===== src/rtl/gbuff_port_arbiter.sv =====
// rtl/gbuff_port_arbiter.sv - round-robin arbiter with burst lock sharing one single-port global buffer
module gbuff_port_arbiter #(
    parameter int NREQ      = 3,
    parameter int DATA_W    = 32,
    parameter int ADDR_W    = 10,
    parameter int RD_LAT    = 1,
    parameter int MAX_BURST = 16
) (
    input  logic                   clk_i,
    input  logic                   rst_ni,
    input  logic [NREQ-1:0]        req_i,
    input  logic [NREQ-1:0]        lock_i,
    input  logic [NREQ-1:0]        wen_i,
    input  logic [NREQ*ADDR_W-1:0] addr_i,
    input  logic [NREQ*DATA_W-1:0] wdata_i,
    output logic [NREQ-1:0]        gnt_o,
    output logic [NREQ-1:0]        rvalid_o,
    output logic [DATA_W-1:0]      rdata_o,
    output logic                   sram_wen_o,
    output logic [ADDR_W-1:0]      sram_addr_o,
    output logic [DATA_W-1:0]      sram_di_o,
    input  logic [DATA_W-1:0]      sram_do_i
);

    localparam int IDX_W = (NREQ > 1) ? $clog2(NREQ) : 1;
    localparam int CNT_W = $clog2(MAX_BURST + 1);

    localparam logic [0:0] ST_IDLE  = 1'b0;
    localparam logic [0:0] ST_BURST = 1'b1;

    logic [0:0]       state_q, state_d;
    logic [IDX_W-1:0] ptr_q, ptr_d;
    logic [IDX_W-1:0] owner_q, owner_d;
    logic [CNT_W-1:0] beat_cnt_q, beat_cnt_d;

    logic             grant_vld;
    logic [IDX_W-1:0] grant_idx;

    logic [NREQ-1:0]  rd_pipe_q [RD_LAT];

    // Requester index following i, wrapping at NREQ (NREQ need not be a power of two).
    function automatic logic [IDX_W-1:0] next_idx(input logic [IDX_W-1:0] i);
        if (int'(i) == NREQ - 1) begin
            return '0;
        end
        return i + IDX_W'(1);
    endfunction

    // Pick this cycle's winner: rotating search from ptr when open, only the owner during a burst.
    always_comb begin
        int               cand;
        logic [IDX_W-1:0] cand_idx;
        cand      = 0;
        cand_idx  = '0;
        grant_vld = 1'b0;
        grant_idx = '0;
        if (state_q == ST_IDLE) begin
            for (int k = 0; k < NREQ; k++) begin
                cand = int'(ptr_q) + k;
                if (cand >= NREQ) begin
                    cand = cand - NREQ;
                end
                cand_idx = IDX_W'(cand);
                if (!grant_vld && req_i[cand_idx]) begin
                    grant_vld = 1'b1;
                    grant_idx = cand_idx;
                end
            end
        end else begin
            grant_vld = req_i[owner_q];
            grant_idx = owner_q;
        end
        // Nothing reaches the SRAM while reset is held, even with requests pending.
        if (!rst_ni) begin
            grant_vld = 1'b0;
        end
    end

    // One-hot grant and the SRAM request mux; idle cycles park the SRAM bus at zero.
    always_comb begin
        gnt_o       = '0;
        sram_wen_o  = 1'b0;
        sram_addr_o = '0;
        sram_di_o   = '0;
        if (grant_vld) begin
            gnt_o       = NREQ'(1) << grant_idx;
            sram_wen_o  = wen_i[grant_idx];
            sram_addr_o = addr_i[int'(grant_idx)*ADDR_W +: ADDR_W];
            sram_di_o   = wdata_i[int'(grant_idx)*DATA_W +: DATA_W];
        end
    end

    // Arbitration state update: burst entry on a locked grant, exit on unlock or beat limit.
    always_comb begin
        state_d    = state_q;
        ptr_d      = ptr_q;
        owner_d    = owner_q;
        beat_cnt_d = beat_cnt_q;
        if (state_q == ST_IDLE) begin
            if (grant_vld) begin
                ptr_d = next_idx(grant_idx);
                if (lock_i[grant_idx] && (MAX_BURST > 1)) begin
                    state_d    = ST_BURST;
                    owner_d    = grant_idx;
                    beat_cnt_d = CNT_W'(1);
                end
            end
        end else begin
            if (grant_vld) begin
                beat_cnt_d = beat_cnt_q + CNT_W'(1);
            end
            // beat_cnt_d counts this cycle's beat, so a burst never exceeds MAX_BURST grants.
            if (!lock_i[owner_q] || (grant_vld && (beat_cnt_d == CNT_W'(MAX_BURST)))) begin
                state_d    = ST_IDLE;
                ptr_d      = next_idx(owner_q);
                beat_cnt_d = '0;
            end
        end
    end

    // Arbiter registers.
    always_ff @(posedge clk_i or negedge rst_ni) begin
        if (!rst_ni) begin
            state_q    <= ST_IDLE;
            ptr_q      <= '0;
            owner_q    <= '0;
            beat_cnt_q <= '0;
        end else begin
            state_q    <= state_d;
            ptr_q      <= ptr_d;
            owner_q    <= owner_d;
            beat_cnt_q <= beat_cnt_d;
        end
    end

    // Read-return tag pipeline; it tracks the SRAM read latency so ids line up with sram_do.
    always_ff @(posedge clk_i or negedge rst_ni) begin
        if (!rst_ni) begin
            for (int i = 0; i < RD_LAT; i++) begin
                rd_pipe_q[i] <= '0;
            end
        end else begin
            rd_pipe_q[0] <= (grant_vld && !wen_i[grant_idx]) ? gnt_o : '0;
            for (int i = 1; i < RD_LAT; i++) begin
                rd_pipe_q[i] <= rd_pipe_q[i-1];
            end
        end
    end

    // Return strobe comes straight from the last pipeline stage; data is forwarded only with it.
    always_comb begin
        rvalid_o = rd_pipe_q[RD_LAT-1];
        rdata_o  = (|rd_pipe_q[RD_LAT-1]) ? sram_do_i : '0;
    end

endmodule

===== config.mk =====
export PLATFORM = sky130hd
export DESIGN_NAME = gbuff_port_arbiter
export DESIGN_NICKNAME = d
export VERILOG_FILES = /design/src/rtl/gbuff_port_arbiter.sv
export SDC_FILE = /design/constraint.sdc
export NUM_CORES = 1
export LEC_CHECK = 0
export BUFFER_PORTS_ARGS = -buffer_cell sky130_fd_sc_hd__buf_2
export CAP_MARGIN = 20
export CORE_AREA = 2 2 96 98
export CTS_CLUSTER_SIZE = 8
export DETAILED_ROUTE_END_ITERATION = 6
export DIE_AREA = 0 0 98 100
export PLACE_DENSITY = 0.62
export RECOVER_POWER = 50
export SKIP_CTS_REPAIR_TIMING = 1
export SYNTH_ARGS = -nofsm -noshare
export SYNTH_HDL_FRONTEND = slang
export SYNTH_SLANG_ARGS = --single-unit

===== constraint.sdc =====
create_clock -name clk_i -period 2.95 [get_ports clk_i]
set_clock_uncertainty 0.2 [all_clocks]
set_input_delay 0 -clock clk_i [delete_from_list [all_inputs] [get_ports clk_i]]
set_output_delay 0 -clock clk_i [all_outputs]
set_load 0.02 [all_outputs]

==> results of run 1 <==
-- state kept, by name, summed over array words and instances, names as in the netlist --
name and cells:
beat_cnt_q 5, rvalid_o 3, owner_q 2, state_q 1, ptr_q 2
-- power groups by stage --
stage / Combinational (W) / Sequential, W / Clock [W]
final: 0.00294 / 0.000295 / 0.000159
after CTS: 0.00276 / 0.000293 / 0.000162
after global routing: 0.00319 / 0.000305 / 0.000170
after detailed placement: 0.00275 / 0.000293 / 0
after global placement: 0.00272 / 0.000296 / 0
after floorplan: 0.00199 / 0.000277 / 0
-- synthesized netlist by cell type (2+ instances only) --
master                     number  area share, %
sky130_fd_sc_hd__ha_1           3            1.6
sky130_fd_sc_hd__xnor2_1        2           0.76
sky130_fd_sc_hd__nor2_1        49            8.0
sky130_fd_sc_hd__a21o_1         3           0.98
sky130_fd_sc_hd__dfrtp_1       13             14
sky130_fd_sc_hd__clkbuf_1       7            1.1
sky130_fd_sc_hd__a22oi_1       44             14
sky130_fd_sc_hd__a31oi_1        5            1.4
sky130_fd_sc_hd__nor3_1         7            1.5
sky130_fd_sc_hd__a21oi_1        2           0.44
sky130_fd_sc_hd__and3_1         5            1.4
sky130_fd_sc_hd__and2_1         2           0.54
sky130_fd_sc_hd__buf_1          4           0.65
sky130_fd_sc_hd__buf_2          8            1.7
sky130_fd_sc_hd__o221ai_1       3            1.1
sky130_fd_sc_hd__o211ai_1       2           0.65
sky130_fd_sc_hd__o22ai_1        3           0.82
sky130_fd_sc_hd__inv_1          9            1.5
sky130_fd_sc_hd__mux2_2        44             22
sky130_fd_sc_hd__o21ai_1        2           0.44
sky130_fd_sc_hd__nor2b_1       33            9.0
sky130_fd_sc_hd__nor4_1         3           0.82
sky130_fd_sc_hd__buf_6          6            2.9
sky130_fd_sc_hd__nand2_1        9            1.5
sky130_fd_sc_hd__mux2_1         2           0.98
sky130_fd_sc_hd__mux2i_1        3            1.3
-- layer usage --
layer  vias to the layer above  track usage (%)
li1                       1583                -
met1                      1502             21.6
met2                       139             29.5
met3                         6             3.34
met4                         0             1.71
met5                         -                0
-- stage by stage --
| step | cells | cell area (µm²) | setup TNS (ns) | worst slack (ns) | total power (W) |
|---|---|---|---|---|---|
| after floorplan | 294 | 2300 | 0 | 0.361 | 0.00227 |
| after detailed placement | 641 | 3670 | 0 | 0.225 | 0.00304 |
| final | 654 | 3860 | 0 | 0.0787 | 0.00339 |
| after CTS | 645 | 3710 | -0.249 | -0.0560 | 0.00322 |
| after global placement | 641 | 3670 | 0 | 0.253 | 0.00301 |
| after global routing | 654 | 3860 | -0.287 | -0.0459 | 0.00367 |
-- worst max path at each step --
stage              from             end  slack [ns]  depth (start not counted)
6_report       ptr_q[0]   sram_di_o[14]        0.08                         10
5_1_grt        ptr_q[0]   sram_di_o[25]       -0.05                         10
4_1_cts        ptr_q[0]    sram_di_o[0]       -0.06                         10
3_5_place_dp   ptr_q[0]      owner_q[0]        0.23                          8
3_3_place_gp   ptr_q[0]    sram_di_o[0]        0.25                         10
2_1_floorplan  ptr_q[0]  sram_addr_o[1]        0.36                         10
-- area by class of cell --
cell class / instances / area, µm² / area share, %
sequential: 13 / 325 / 8.42
tap: 111 / 139 / 3.59
timing repair buffer: 270 / 1450 / 37.5
clock buffer: 4 / 45.0 / 1.17
multi-input combinational: 247 / 1870 / 48.4
inverter: 9 / 33.8 / 0.874
-- kinds of logic after synthesis --
kind of cell,share of synthesized area (%)
AOI/OAI and AO/OA,26.9
xor gates and xnor gates,0.762
adders and majority gates,1.63
buffers and inverters,7.94
DFF,14.1
muxes,23.8
and+or+nand+nor,24.8
-- critical path, cell delays in order (launching register included) --
cell	delay, ns
sky130_fd_sc_hd__dfrtp_1	0.39
sky130_fd_sc_hd__inv_1	0.07
sky130_fd_sc_hd__ha_2	0.30
sky130_fd_sc_hd__or3b_1	0.39
sky130_fd_sc_hd__o31a_1	0.15
sky130_fd_sc_hd__a41o_4	0.29
sky130_fd_sc_hd__clkbuf_16	0.20
sky130_fd_sc_hd__mux2_2	0.28
sky130_fd_sc_hd__a22oi_1	0.14
sky130_fd_sc_hd__nor2_1	0.05
sky130_fd_sc_hd__buf_2	0.16
==> impl.org, run 1 <==
** Floorplan
- The initial utilization of the core area, before any placement, comes to 25.9%.
- The core region is ~8900 µm².
- Placement row count :: 35
- Die height :: 100 µm
- Die width :: 98 µm
- In this run the count of I/O pins placed on the die edge is 250.
- The die covers 9800 µm².

** Final layout
- Number of fill cells in the layout :: roughly 940
- The number of antenna diodes in the final layout is 0.
- The library cell used most frequently in the layout, excluding fill and tap cells, is sky130_fd_sc_hd__buf_2.
- After the last flow step, the layout net total stands at approximately 700.
- Of the cells placed in the final design, the portion with a size suffix greater than 1 is around 56%.
- Commonest non-fill, non-tap cells in the layout :: 221 x sky130_fd_sc_hd__buf_2, 48 x sky130_fd_sc_hd__nor2_1, 44 x sky130_fd_sc_hd__mux2_2
- Final core utilization :: a little over two fifths
- Compared with the post-synthesis result, the final layout area differs by 68.0%.

** Timing
- Final setup violation count :: 0
- Post-Route Hold Slack :: 0.0911 ns
- In the finished design, the share of the clock period the worst path needs comes to 97.3%.
- In this run the tightest slew margin relative to its limit is a little over a fifth.
- Final hold violation count :: 0
- Final Max Tran Viols :: 0
- Final critical delay including setup and external delays :: ~2.9 ns
- Maximum clock frequency :: 348 MHz
- Worst Max-Slew Pin Slew :: 1.18 ns
- Setup repair after global routing could not meet its margin everywhere.

** Routing
- Using the TritonRoute via totals, the vias-per-cell ratio works out to 4.94.
- The detailed router finished its first iteration with 109 violations.
- Number of nets with antenna violations after routing :: 0
- DRT Wirelength :: 9250 µm
- Pre-Repair DR Iteration Count :: 4
- The routed layout has 3230 vias.
- Average detailed-routed wire length per instance :: approximately 14 µm
- Routed signal wires occupy layers up through met4.
- Met2 wire length :: 4780 µm
- Wire length the detailed router placed on met1 :: about 3800 µm
- After detailed routing, the number of remaining DRC violations is 0.
- Total length of routed met3 wires :: 681 µm

** Critical path
- Endpoint kind of the worst setup timing path :: output pin
- STA classifies the critical path startpoint as a register.
- Crit-path max FO :: 13
- R2r worst-path depth :: 9
- For flop-to-flop paths, the worst setup slack is between 0.15 and 0.2 ns.
- In this run the critical register-to-register path is captured at ptr_q[0].
- CP Data Required Time :: 2.75 ns
- The startpoint identified for the worst register-to-register timing path is ptr_q[1].
- Start-to-end type of the worst setup path :: reg -> out
- Arrival time of the worst setup path :: approximately 2.7 ns

** Synth
- Sequential fraction of the synthesis area :: 14.1%
- For this run, asynchronously set or reset flops after synthesis account for 100%.
- Cell Area, Synth :: 2300 µm²
- In this run the mean area of a mapped cell was 7.82 µm².
- Synth Net Count :: 466
- Counting flops and latches in the post-synthesis netlist gives 13.
- EDFF count, synth :: 0
- Warnings, synthesis :: 0
- Most used flip-flop cell after synthesis :: sky130_fd_sc_hd__dfrtp_1
- Count of different cell masters after synthesis :: 47
- Synthesis handed over a netlist of slightly below 300 instances.

** Global routing
- The first global-routing pass estimated 13800 µm of wire.
- Across every metal layer, demand over resource in global routing totals 16.6%.
- Largest net degree at the start of global routing :: 33
- Antenna violations before repair :: 0
- Sum of overflow across all layers after global routing :: 0
- Number of global-route vias before repair :: around 2900

** Placement
- HPWL after DPL :: a little over 7000 µm
- GP Congestion :: 0.847
- Number of port buffers :: 249

** Power
- Combinational share of power :: 86.6%
- Power spread over the standard cell area amounts to 877 nW/µm².
- Of the total power, the share spent switching nets is 53.2%.
- Largest vdd supply drop :: 305 µV
- Internal power consumption :: ~0.0016 W
- For this design the total switching power over the nets is 0.00180 W.
- The clock network is responsible for under 10% of the overall power.
- Leak pwr :: between 2 and 2.5 nW
- Part of the total power dissipated in sequential elements :: 8.7%

** Worst hold path
- The worst hold path was traced through 5 stages.
- In this run the most critical hold path is launched from lock_i[1].
- Worst min-delay path class :: in -> reg
- Terminating pin of the worst hold path :: owner_q[1]

** Clocking
- The tree is rooted in a sky130_fd_sc_hd__clkbuf_8.
- The clock reaches the later pin of the worst-skew pair after 0.24 ns.
- CTS buffer count :: 3
- Clock sink count :: 13
- After clock tree synthesis, the clock-pin slew on the worst setup and hold paths is 0.05 ns.
- Clock Path Buffers :: 2
- Htree depth :: 1
- TritonCTS clock tree :: yes

** Run status
- The run finished with clean final reports.

** Flow run
- Max-cap violations :: 0
No activity file was read; power rests on OpenSTA's default activity.
==> inputs of run 2 (changes only) <==
--- a/config.mk
+++ b/config.mk
@@ -6,11 +6,12 @@
 export NUM_CORES = 1
 export LEC_CHECK = 0
 export BUFFER_PORTS_ARGS = -buffer_cell sky130_fd_sc_hd__buf_2
-export CAP_MARGIN = 20
+export CAP_MARGIN = 5
 export CORE_AREA = 2 2 96 98
 export CTS_CLUSTER_SIZE = 8
 export DETAILED_ROUTE_END_ITERATION = 6
 export DIE_AREA = 0 0 98 100
+export GPL_TIMING_DRIVEN = 0
 export PLACE_DENSITY = 0.62
 export RECOVER_POWER = 50
 export SKIP_CTS_REPAIR_TIMING = 1
==> impl.org, run 2 (synthesized netlist as in run 1, its figures left out) <==
** Final layout
- The flip-flop count of the largest register, all copies and words added is 5 (unchanged).
- Compared with the post-synthesis result, the final layout area differs by 76.0%.
- The post-layout net count came to 735 (+2.7%).
- The number of fill cells in the layout came to 910 (-3.3%).
- The number of antenna repair diodes came to 0 (unchanged).
- Most common cell after layout, fill and taps aside :: sky130_fd_sc_hd__buf_2
- In the layout the commonest cells are 197 x sky130_fd_sc_hd__buf_2, 48 x sky130_fd_sc_hd__nor2_1, 44 x sky130_fd_sc_hd__mux2_2.
- The post-route cell area came to 4050 µm² (+4.8%).
- The count of placed standard cells in the final layout, fillers left out was 673 (+2.9%).
- The fraction of final layout cells sized beyond drive strength 1 was 56.0% (+0.065 points).
- Largest register by flop count :: beat_cnt_q

** Critical path
- Crit-path max FO :: 8 (-5)
- The worst setup path is captured at an output pin.
- Type of element launching the critical path :: register
- The required time of the critical path is 2.75 ns (about the same).
- The arrival time at the worst endpoint came to 2.75 ns (+0.08 ns).
- The worst setup path is of the reg -> out kind.

** Floorplan
- Die height :: 100 µm (unchanged)
- Initial core utilization :: 25.9% (unchanged)
- Die width :: 98 µm (unchanged)
- Placement row count :: 35 (unchanged)
- The number of I/O pins is 250 (unchanged).
- Placeable core region :: 8890 µm² (unchanged)
- The die area was 9800 µm² (unchanged).

** Placement
- Placed standard-cell area :: 3680 µm² (+0.51%)
- Number of port buffers :: 249 (unchanged)
- The weighted congestion at the end of routability-driven global placement was 0.848 (about the same).
- The placed instance count came to 654 (+2.0%).
- The post-DP HPWL was 7910 µm (+9.9%).

** Global routing
- The combined global-route utilization of all metal layers was 17.7% (+1.1 points).
- Largest net degree at the start of global routing :: 19 (-42%)
- The initial antenna violation count was 0 (unchanged).
- The wire length of the first global-routing pass came to 14400 µm (+4.2%).
- Number of global-route vias before repair :: 3081 (+4.5%)
- The global-route congestion overflow total came to 0 (unchanged).

** Clocking
- TritonCTS built the clock tree.
- The maximum clock path buffer count was 2 (unchanged).
- The number of H-tree levels is 1 (unchanged).
- The root buffer cell chosen for the clock tree is sky130_fd_sc_hd__clkbuf_8.
- The clock buffer count from CTS was 3 (unchanged).
- The total clock sinks is 13 (unchanged).
- The clock network latency to the later pin of the worst-skew pair came to 0.25 ns (about the same).
- The clock slew at the register clock pins of the worst setup and hold paths is 0.06 ns (about the same).

** Timing
- The final hold slack came to 0.0190 ns (-0.0721 ns).
- Final Max Tran Viols :: 0 (unchanged)
- Final critical delay including setup and external delays :: 2.95 ns (+0.0772 ns)
- Worst Max-Slew Pin Slew :: 0.711 ns (-0.473 ns)
- Setup repair after global routing missed its margin :: yes
- The fmax came to 339 MHz (-2.6%).
- The final setup violation count is 0 (unchanged).
- The worst-case headroom to the max-slew limit is 52.4% (+31 points).
- The final cycle utilization of the critical path came to 100% (+2.6 points).
- Final hold violation count :: 0 (unchanged)

** Routing
- The routed via count divided by cell count is 4.94 (about the same).
- Number of nets with antenna violations after routing :: 0 (unchanged)
- Iteration-0 DRC Markers :: 110 (+0.92%)
- DRT Wirelength :: 10000 µm (+8.4%)
- The detailed-router iteration count before antenna repair came to 4 (unchanged).
- Residual DRC count :: 0 (unchanged)
- The average detailed-routed wire length per instance was 14.9 µm (+5.3%).
- The via count of the routed design was 3327 (+3.0%).

** Power
- Largest vdd supply drop :: 362 µV (+19%)
- The power per cell area came to 901 nW/µm² (+2.7%).
- Leak pwr :: 2.09 nW (+3.4%)

** Worst hold path
- The min-delay analysis places its worst path in the category in -> async.

** Run status
- Result of the run :: complete, no violations

** Flow run
- Max-cap violations :: 0 (unchanged)
[run 2: changes by cell type in the layout (fill, tap and decap cells not counted), moves of 2 or more]
cell / previous run / this run
sky130_fd_sc_hd__a22oi_1: 36 / 42
sky130_fd_sc_hd__inv_1: 9 / 7
sky130_fd_sc_hd__inv_2: 0 / 2
sky130_fd_sc_hd__buf_8: 1 / 4
sky130_fd_sc_hd__a22oi_2: 8 / 2
sky130_fd_sc_hd__buf_4: 9 / 41
sky130_fd_sc_hd__clkbuf_4: 0 / 4
sky130_fd_sc_hd__clkbuf_1: 30 / 35
sky130_fd_sc_hd__buf_2: 221 / 197
[run 2: where the power goes]
part           total (W)  switching (W)  internal (W)
clock network   0.000166      0.0000703     0.0000956
logic            0.00320        0.00176       0.00144
registers       0.000285      0.0000556      0.000229
total            0.00365        0.00188       0.00177
[run 2: final cells by class]
cell class | instances | area [µm²] | share of cell area [%]
Buffer | 25 | 198 | 4.88
Inverter | 9 | 33.8 | 0.835
Sequential cell | 13 | 325 | 8.04
Multi-Input combinational cell | 247 | 1860 | 45.9
Tap cell | 111 | 139 | 3.43
Timing Repair Buffer | 264 | 1450 | 35.8
Clock buffer | 4 | 45.0 | 1.11
[run 2: worst max-delay path: stages (launching register included)]
cell and delay [ns]:
sky130_fd_sc_hd__dfrtp_1 0.40, sky130_fd_sc_hd__inv_2 0.07, sky130_fd_sc_hd__ha_4 0.26, sky130_fd_sc_hd__or3b_1 0.38, sky130_fd_sc_hd__o31a_1 0.14, sky130_fd_sc_hd__a41o_4 0.26
sky130_fd_sc_hd__buf_12 0.14, sky130_fd_sc_hd__a21oi_4 0.12, sky130_fd_sc_hd__buf_12 0.16, sky130_fd_sc_hd__buf_8 0.12, sky130_fd_sc_hd__a22oi_1 0.08, sky130_fd_sc_hd__nor2_1 0.18
sky130_fd_sc_hd__buf_4 0.18
[run 2: worst paths after layout]
check / slack (ns) / cells past startpoint / end / start
max reg2reg: 0.18 / 9 / owner_q[0] / ptr_q[0]
min in group clk_i: 0.10 / 5 / owner_q[1] / lock_i[1]
max: 0.001 / 12 / sram_di_o[24] / ptr_q[0]
max in group asynchronous: 2.25 / 2 / rvalid_o[0] / rst_ni
min reg2reg: 0.36 / 1 / beat_cnt_q[2] / beat_cnt_q[2]
min: 0.02 / 2 / owner_q[0] / rst_ni
[run 2: routing by layer]
metal / share of wire, % / GRT usage, %
met1: 41 / 23.1
met2: 52 / 31.1
met3: 6.4 / 2.86
met4: 0.83 / 3.21
met5: 0 / 0
[run 2: per-stage QoR]
step	utilization (%)	setup slack [ns]	total power (W)	setup TNS (ns)
after floorplan	-	0.361	0.00227	0
after global placement	41.4	-0.0888	0.00305	-0.715
after detailed placement	41.4	-0.0745	0.00308	-0.676
after CTS	42.0	-0.367	0.00325	-13.05
after global routing	45.5	-0.0870	0.00394	-1.62
final	45.5	0.00147	0.00365	0
